`src/rtl/arm_dp_operand_stage.sv`:
```
// rtl/arm_dp_operand_stage.sv - ARM data-processing operand preparation stage
//
// Reads Rn, Rm and optionally Rs through one register-file read port (one
// register per cycle), applies the rotated immediate or barrel shift, and
// presents ALU operands plus write-back control under a valid/ready handshake.
//
// Ports:
//   clk, rst_n                  clock, synchronous active-low reset
//   instr_valid/instr_ready     upstream instruction handshake
//   instr[31:0]                 instruction word (condition already passed)
//   rf_rd_addr[3:0]             registered register-file read address
//   rf_rd_data[31:0]            combinational read data for rf_rd_addr
//   cpsr_prev[31:0]             current CPSR, bit 29 is the C flag
//   op_valid/op_ready           downstream operand handshake
//   alu_op1, alu_op2            Rn value and shifted second operand
//   alu_op_sel                  opcode instr[24:21]
//   shifter_carry               barrel-shifter carry-out
//   set_flags, rd_addr, wb_en   write-back control (wb_en=0 for TST/TEQ/CMP/CMN)

module arm_dp_operand_stage (
  input  logic        clk,
  input  logic        rst_n,
  input  logic        instr_valid,
  input  logic [31:0] instr,
  output logic        instr_ready,
  output logic [3:0]  rf_rd_addr,
  input  logic [31:0] rf_rd_data,
  input  logic [31:0] cpsr_prev,
  output logic        op_valid,
  input  logic        op_ready,
  output logic [31:0] alu_op1,
  output logic [31:0] alu_op2,
  output logic [3:0]  alu_op_sel,
  output logic        shifter_carry,
  output logic        set_flags,
  output logic [3:0]  rd_addr,
  output logic        wb_en
);

  typedef enum logic [2:0] {
    IDLE  = 3'd0,
    RD_RN = 3'd1,
    RD_RM = 3'd2,
    RD_RS = 3'd3,
    OUT   = 3'd4
  } state_t;

  state_t      state_q, state_d;
  logic        imm_q;     // latched I bit
  logic [11:0] fld_q;     // latched operand-2 field
  logic [31:0] rm_q;      // Rm held while Rs is read
  logic        c_flag;
  logic        accept;
  logic        unused_bits;

  assign c_flag      = cpsr_prev[29];
  assign instr_ready = (state_q == IDLE) && rst_n;
  assign op_valid    = (state_q == OUT);
  assign accept      = instr_valid && instr_ready;
  assign unused_bits = ^{cpsr_prev[31:30], cpsr_prev[28:0], instr[31:28]};

  // Shift by a non-zero amount (1..31). Returns {carry, result}; carry is the
  // last bit shifted out (for ROR, the new bit 31).
  function automatic logic [32:0] shift_nz(input logic [31:0] v,
                                           input logic [1:0]  typ,
                                           input logic [4:0]  a);
    logic [32:0] t;
    logic [31:0] r;
    logic [5:0]  inv;
    inv = 6'd32 - {1'b0, a};
    r   = (v >> a) | (v << inv);
    case (typ)
      2'b00:   t = {1'b0, v} << a;
      2'b01:   begin
        t = {v, 1'b0} >> a;
        t = {t[0], t[32:1]};
      end
      2'b10:   begin
        t = $unsigned($signed({v, 1'b0}) >>> a);
        t = {t[0], t[32:1]};
      end
      default: t = {r[31], r};
    endcase
    return t;
  endfunction

  // Rotated 8-bit immediate; a zero rotation leaves the carry flag untouched.
  function automatic logic [32:0] imm_operand(input logic [11:0] f,
                                              input logic        c);
    if (f[11:8] == 4'd0)
      return {c, 24'd0, f[7:0]};
    return shift_nz({24'd0, f[7:0]}, 2'b11, {f[11:8], 1'b0});
  endfunction

  // Immediate-amount shift; amount 0 encodes LSR/ASR #32 and RRX.
  function automatic logic [32:0] imm_shift(input logic [31:0] v,
                                            input logic [1:0]  typ,
                                            input logic [4:0]  a,
                                            input logic        c);
    if (a != 5'd0)
      return shift_nz(v, typ, a);
    case (typ)
      2'b00:   return {c, v};
      2'b01:   return {v[31], 32'd0};
      2'b10:   return {v[31], {32{v[31]}}};
      default: return {v[0], c, v[31:1]};
    endcase
  endfunction

  // Register-amount shift using the full 8-bit amount from Rs.
  function automatic logic [32:0] reg_shift(input logic [31:0] v,
                                            input logic [1:0]  typ,
                                            input logic [7:0]  s,
                                            input logic        c);
    if (s == 8'd0)
      return {c, v};
    case (typ)
      2'b00: begin
        if (s < 8'd32)       return shift_nz(v, 2'b00, s[4:0]);
        else if (s == 8'd32) return {v[0], 32'd0};
        else                 return 33'd0;
      end
      2'b01: begin
        if (s < 8'd32)       return shift_nz(v, 2'b01, s[4:0]);
        else if (s == 8'd32) return {v[31], 32'd0};
        else                 return 33'd0;
      end
      2'b10: begin
        if (s < 8'd32)       return shift_nz(v, 2'b10, s[4:0]);
        else                 return {v[31], {32{v[31]}}};
      end
      default: begin
        // Multiples of 32 rotate back to Rm with carry = Rm[31].
        if (s[4:0] == 5'd0)  return {v[31], v};
        else                 return shift_nz(v, 2'b11, s[4:0]);
      end
    endcase
  endfunction

  always_comb begin
    state_d = state_q;
    case (state_q)
      IDLE:    if (accept && instr[27:26] == 2'b00) state_d = RD_RN;
      RD_RN:   state_d = imm_q ? OUT : RD_RM;
      RD_RM:   state_d = fld_q[4] ? RD_RS : OUT;
      RD_RS:   state_d = OUT;
      OUT:     if (op_ready) state_d = IDLE;
      default: state_d = IDLE;
    endcase
  end

  always_ff @(posedge clk) begin
    if (!rst_n) begin
      state_q       <= IDLE;
      imm_q         <= 1'b0;
      fld_q         <= 12'd0;
      rm_q          <= 32'd0;
      rf_rd_addr    <= 4'd0;
      alu_op1       <= 32'd0;
      alu_op2       <= 32'd0;
      shifter_carry <= 1'b0;
      alu_op_sel    <= 4'd0;
      set_flags     <= 1'b0;
      rd_addr       <= 4'd0;
      wb_en         <= 1'b0;
    end else begin
      state_q <= state_d;
      case (state_q)
        IDLE: begin
          // Non data-processing encodings are accepted and dropped.
          if (accept && instr[27:26] == 2'b00) begin
            imm_q      <= instr[25];
            fld_q      <= instr[11:0];
            rf_rd_addr <= instr[19:16];
            alu_op_sel <= instr[24:21];
            set_flags  <= instr[20];
            rd_addr    <= instr[15:12];
            wb_en      <= (instr[24:23] != 2'b10);
          end
        end
        RD_RN: begin
          alu_op1 <= rf_rd_data;
          if (imm_q)
            {shifter_carry, alu_op2} <= imm_operand(fld_q, c_flag);
          else
            rf_rd_addr <= fld_q[3:0];
        end
        RD_RM: begin
          rm_q <= rf_rd_data;
          if (fld_q[4])
            rf_rd_addr <= fld_q[11:8];
          else
            {shifter_carry, alu_op2} <= imm_shift(rf_rd_data, fld_q[6:5],
                                                  fld_q[11:7], c_flag);
        end
        RD_RS: begin
          {shifter_carry, alu_op2} <= reg_shift(rm_q, fld_q[6:5],
                                                rf_rd_data[7:0], c_flag);
        end
        default: ;
      endcase
    end
  end

endmodule
```
`config.mk`:
```
export PLATFORM = sky130hd
export DESIGN_NAME = arm_dp_operand_stage
export DESIGN_NICKNAME = d
export VERILOG_FILES = /design/src/rtl/arm_dp_operand_stage.sv
export SDC_FILE = /design/constraint.sdc
export NUM_CORES = 1
export LEC_CHECK = 0
export CAP_MARGIN = 20
export CORE_UTILIZATION = 35
export DETAILED_ROUTE_END_ITERATION = 16
export PLACE_DENSITY = 0.57
export SLEW_MARGIN = 20
export SYNTH_ARGS = -nofsm -noshare
export SYNTH_HDL_FRONTEND = slang
export SYNTH_SLANG_ARGS = --single-unit
```
`constraint.sdc`:
```
create_clock -name clk -period 4.7 [get_ports clk]
set_input_delay 0.705 -clock clk [delete_from_list [all_inputs] [get_ports clk]]
set_output_delay 0.705 -clock clk [all_outputs]
set_load 0.02 [all_outputs]
```
==> qor.txt <==
Met1 Use GR - 62.6%
Clock skew - 0.0438 ns
Worst setup EP type - flip-flop
Crit path time final - 4.14 ns
Post-synth EDFFs - 0
Drt pass-1 iters - 7
DR DRC count - 0
Most frequent cells after synthesis - 443 x nand2_1, 223 x clkbuf_1, 223 x mux4_2
Total grt overflow - 0
Met3 GRT Util - 19.8%
Final Net Count - 3015
Starting Density - 35.6%
Top cell type's share of synthesized area - 22.3%
Worst-margin pin slew - 1.28 ns
DR vias - 28100
Antenna Nets Post-Route - 0
Final Cell Area - 26200 µm²
Hold Crit Class - flip-flop to flip-flop
Critical hold path startpoint - rd_addr[2]
Netlist cell types - 87
# Max-Cap Violations - 0
PD cells - 176 nW/µm²
First-pass GRT wire length - 213 mm
Area Growth Syn to Fin - 16.2%
Pin count of the biggest net entering global routing - 140
Most common flop cell mapped by yosys - dfxtp_1
RSZ-0062 raised after global routing - false
Clock slew seen by the registers of the worst setup and hold paths - 0.07 ns
WP data arrival - 4.53 ns
Synth top area cells - mux4_2 22%, dfxtp_1 11%, mux2i_1 7.9%
Fin crit share - 88.0%
Drt via density - 7.46
Placed cell area - 25600 µm²
Reg-to-reg startpoint - fld_q[8]
Sequential share of the synthesized area - 11.3%
Initial antenna violation count - 12
Reg2reg setup slack - 0.56 ns
Syn Nets - 2960
Max Root-Sink Buffers - 2
Clk_lat worst skew - 0.49 ns
CP max FO - 11
Post-Synthesis Cells - 2854
Layout cell share with drive strength beyond 1 - 22.6%
Final Max Slew Viols - 0
Pleak - 9.10 nW
Relative slew slack - 12.1%
Synth warnings - 0
Setup TNS - 0 ns
Num CTS Buffers - 17
GR Layer Usage met2 - 63.3%
Die width - 256 µm
Async S/R FF share, synth - 0%
Cell taking the most area after synthesis - mux4_2
Final hold vios - 0
Crit path launch type - flip-flop
Post-CTS Resized - 0
Top-count cell post-synth - nand2_1
Outcome - finished clean
Die Height - 256 µm
CTS Hold Buffers Added - 0
Core area - 63300 µm²
Fmax - 242 MHz
GRT Total Usage - 45.9%
Flops & latches, synth - 127
Vias in the first global route - 26200
Synthesized area - 22500 µm²
Postcts setup bufs - 0
Crit path launch - fld_q[8]
Grt peak-use layer - met2
Drt wl/cell - 41.0 µm
Detailed Route WL - 154 mm
Hpwl dp - 115 mm
Die ar. - 65400 µm²
GP Congestion - 1.11
IO Pins - 181
# port buffers - 145
CP required - 5.09 ns
CTS H-tree depth - 4
Mean post-synth cell area - 7.90 µm²
Kind of critical path - flip-flop to flip-flop
Endpoints failing setup - 0
Initial drt markers - 5114
Clock root cell - clkbuf_16
Fill cells - 6507
Row cnt - 92
Worst VDD drop - 0.000297 V
CTS tree - done
Clock Sinks - 127
## per-layer routing
metal,routed length [µm],up-vias
li1,-,11100
met1,61700,14000
met2,60600,2628
met3,24500,475
met4,7480,8
met5,198,-
## sequential cells by signal (all words and copies together), names as in the netlist, 3 cells and up
register    flops
alu_op1        32
fld_q          12
state_q         3
rm_q           32
rd_addr         4
alu_op2        32
rf_rd_addr      4
alu_op_sel      4
## placed cells by master, fill, tap and decap left out, drive strengths merged, types with 18 or more instances in the layout
| cell | Yosys | routed |
|---|---|---|
| nand2 | 443 | 443 |
| buf | 165 | 285 |
| mux4 | 228 | 228 |
| nor2 | 189 | 189 |
| mux2i | 177 | 177 |
| a21oi | 171 | 171 |
| o21ai | 171 | 171 |
| clkdlybuf4s50 | 0 | 139 |
| dfxtp | 127 | 127 |
| nand3 | 85 | 85 |
| a21boi | 71 | 71 |
| mux2 | 65 | 65 |
| o211ai | 58 | 58 |
| nor3 | 58 | 58 |
| a31oi | 49 | 49 |
| a211oi | 41 | 41 |
| o221ai | 30 | 30 |
| o22ai | 29 | 29 |
| a221oi | 27 | 27 |
| and2 | 26 | 26 |
| inv | 20 | 24 |
| nand2b | 23 | 23 |
| o31ai | 23 | 23 |
| a22oi | 23 | 23 |
| nor2b | 22 | 22 |
| a211o | 18 | 18 |
## path summary, 6_finish.rpt
path              cells after the start         end
setup / recovery                     11  alu_op2[9]
hold / removal                        2  rd_addr[2]
hold reg to reg                       2  rd_addr[2]
setup reg to reg                     11  alu_op2[9]
## report_power, final
part	leakage, nW	switching [mW]	internal [mW]
Clock	0.256	0.668	0.733
Combinational	7.81	1.36	0.716
Sequential	1.03	0.0359	1.10
## cell families after synthesis
family / count (synthesis) / synth area share (%)
buffers and inverters: 413 / 8.19
multiplexers: 470 / 34.0
XOR/XNOR: 8 / 0.311
flip-flops: 127 / 11.3
AO/OA/AOI/OAI: 905 / 27.7
AND/OR/NAND/NOR: 925 / 18.2
adder cells (fa/ha/maj): 6 / 0.333
## final cells by class
cell class	instances	area [µm²]	share of cell area, %
clock inverter	15	136	0.520
inverter	25	93.8	0.358
clock buffer	17	425	1.62
multi-input combinational	2314	18200	69.5
tap	846	1060	4.04
antenna	2	5.00	0.0191
sequential	127	2560	9.77
timing repair buffer	424	3710	14.1
## worst max-delay path, stage by stage, from the launching register on
cell      delay (ns)
dfxtp_4         0.35
inv_1           0.08
buf_4           0.32
ha_1            0.42
and2_1          0.19
ha_1            0.27
clkinv_1        0.42
nand2_1         0.45
a21oi_1         0.25
a221o_1         0.39
a21oi_1         0.58
o221a_2         0.32
## metrics by stage
| stage | worst slack, ns | power [mW] | hold WS, ns | cells | util, % |
|---|---|---|---|---|---|
| final | 0.563 | 4.60 | 0.461 | 3770 | 41.4 |
| after global placement | 0.282 | 3.10 | 0.450 | 3735 | 40.5 |
| after CTS | 0.776 | 4.49 | 0.463 | 3768 | 41.4 |
| after global routing | 0.596 | 4.67 | 0.488 | 3768 | 41.4 |
| after floorplan | 0.276 | 2.29 | 0.444 | 2854 | - |
| after detailed placement | 0.308 | 3.10 | 0.448 | 3736 | 40.5 |
(Power assumes the default switching activity.)
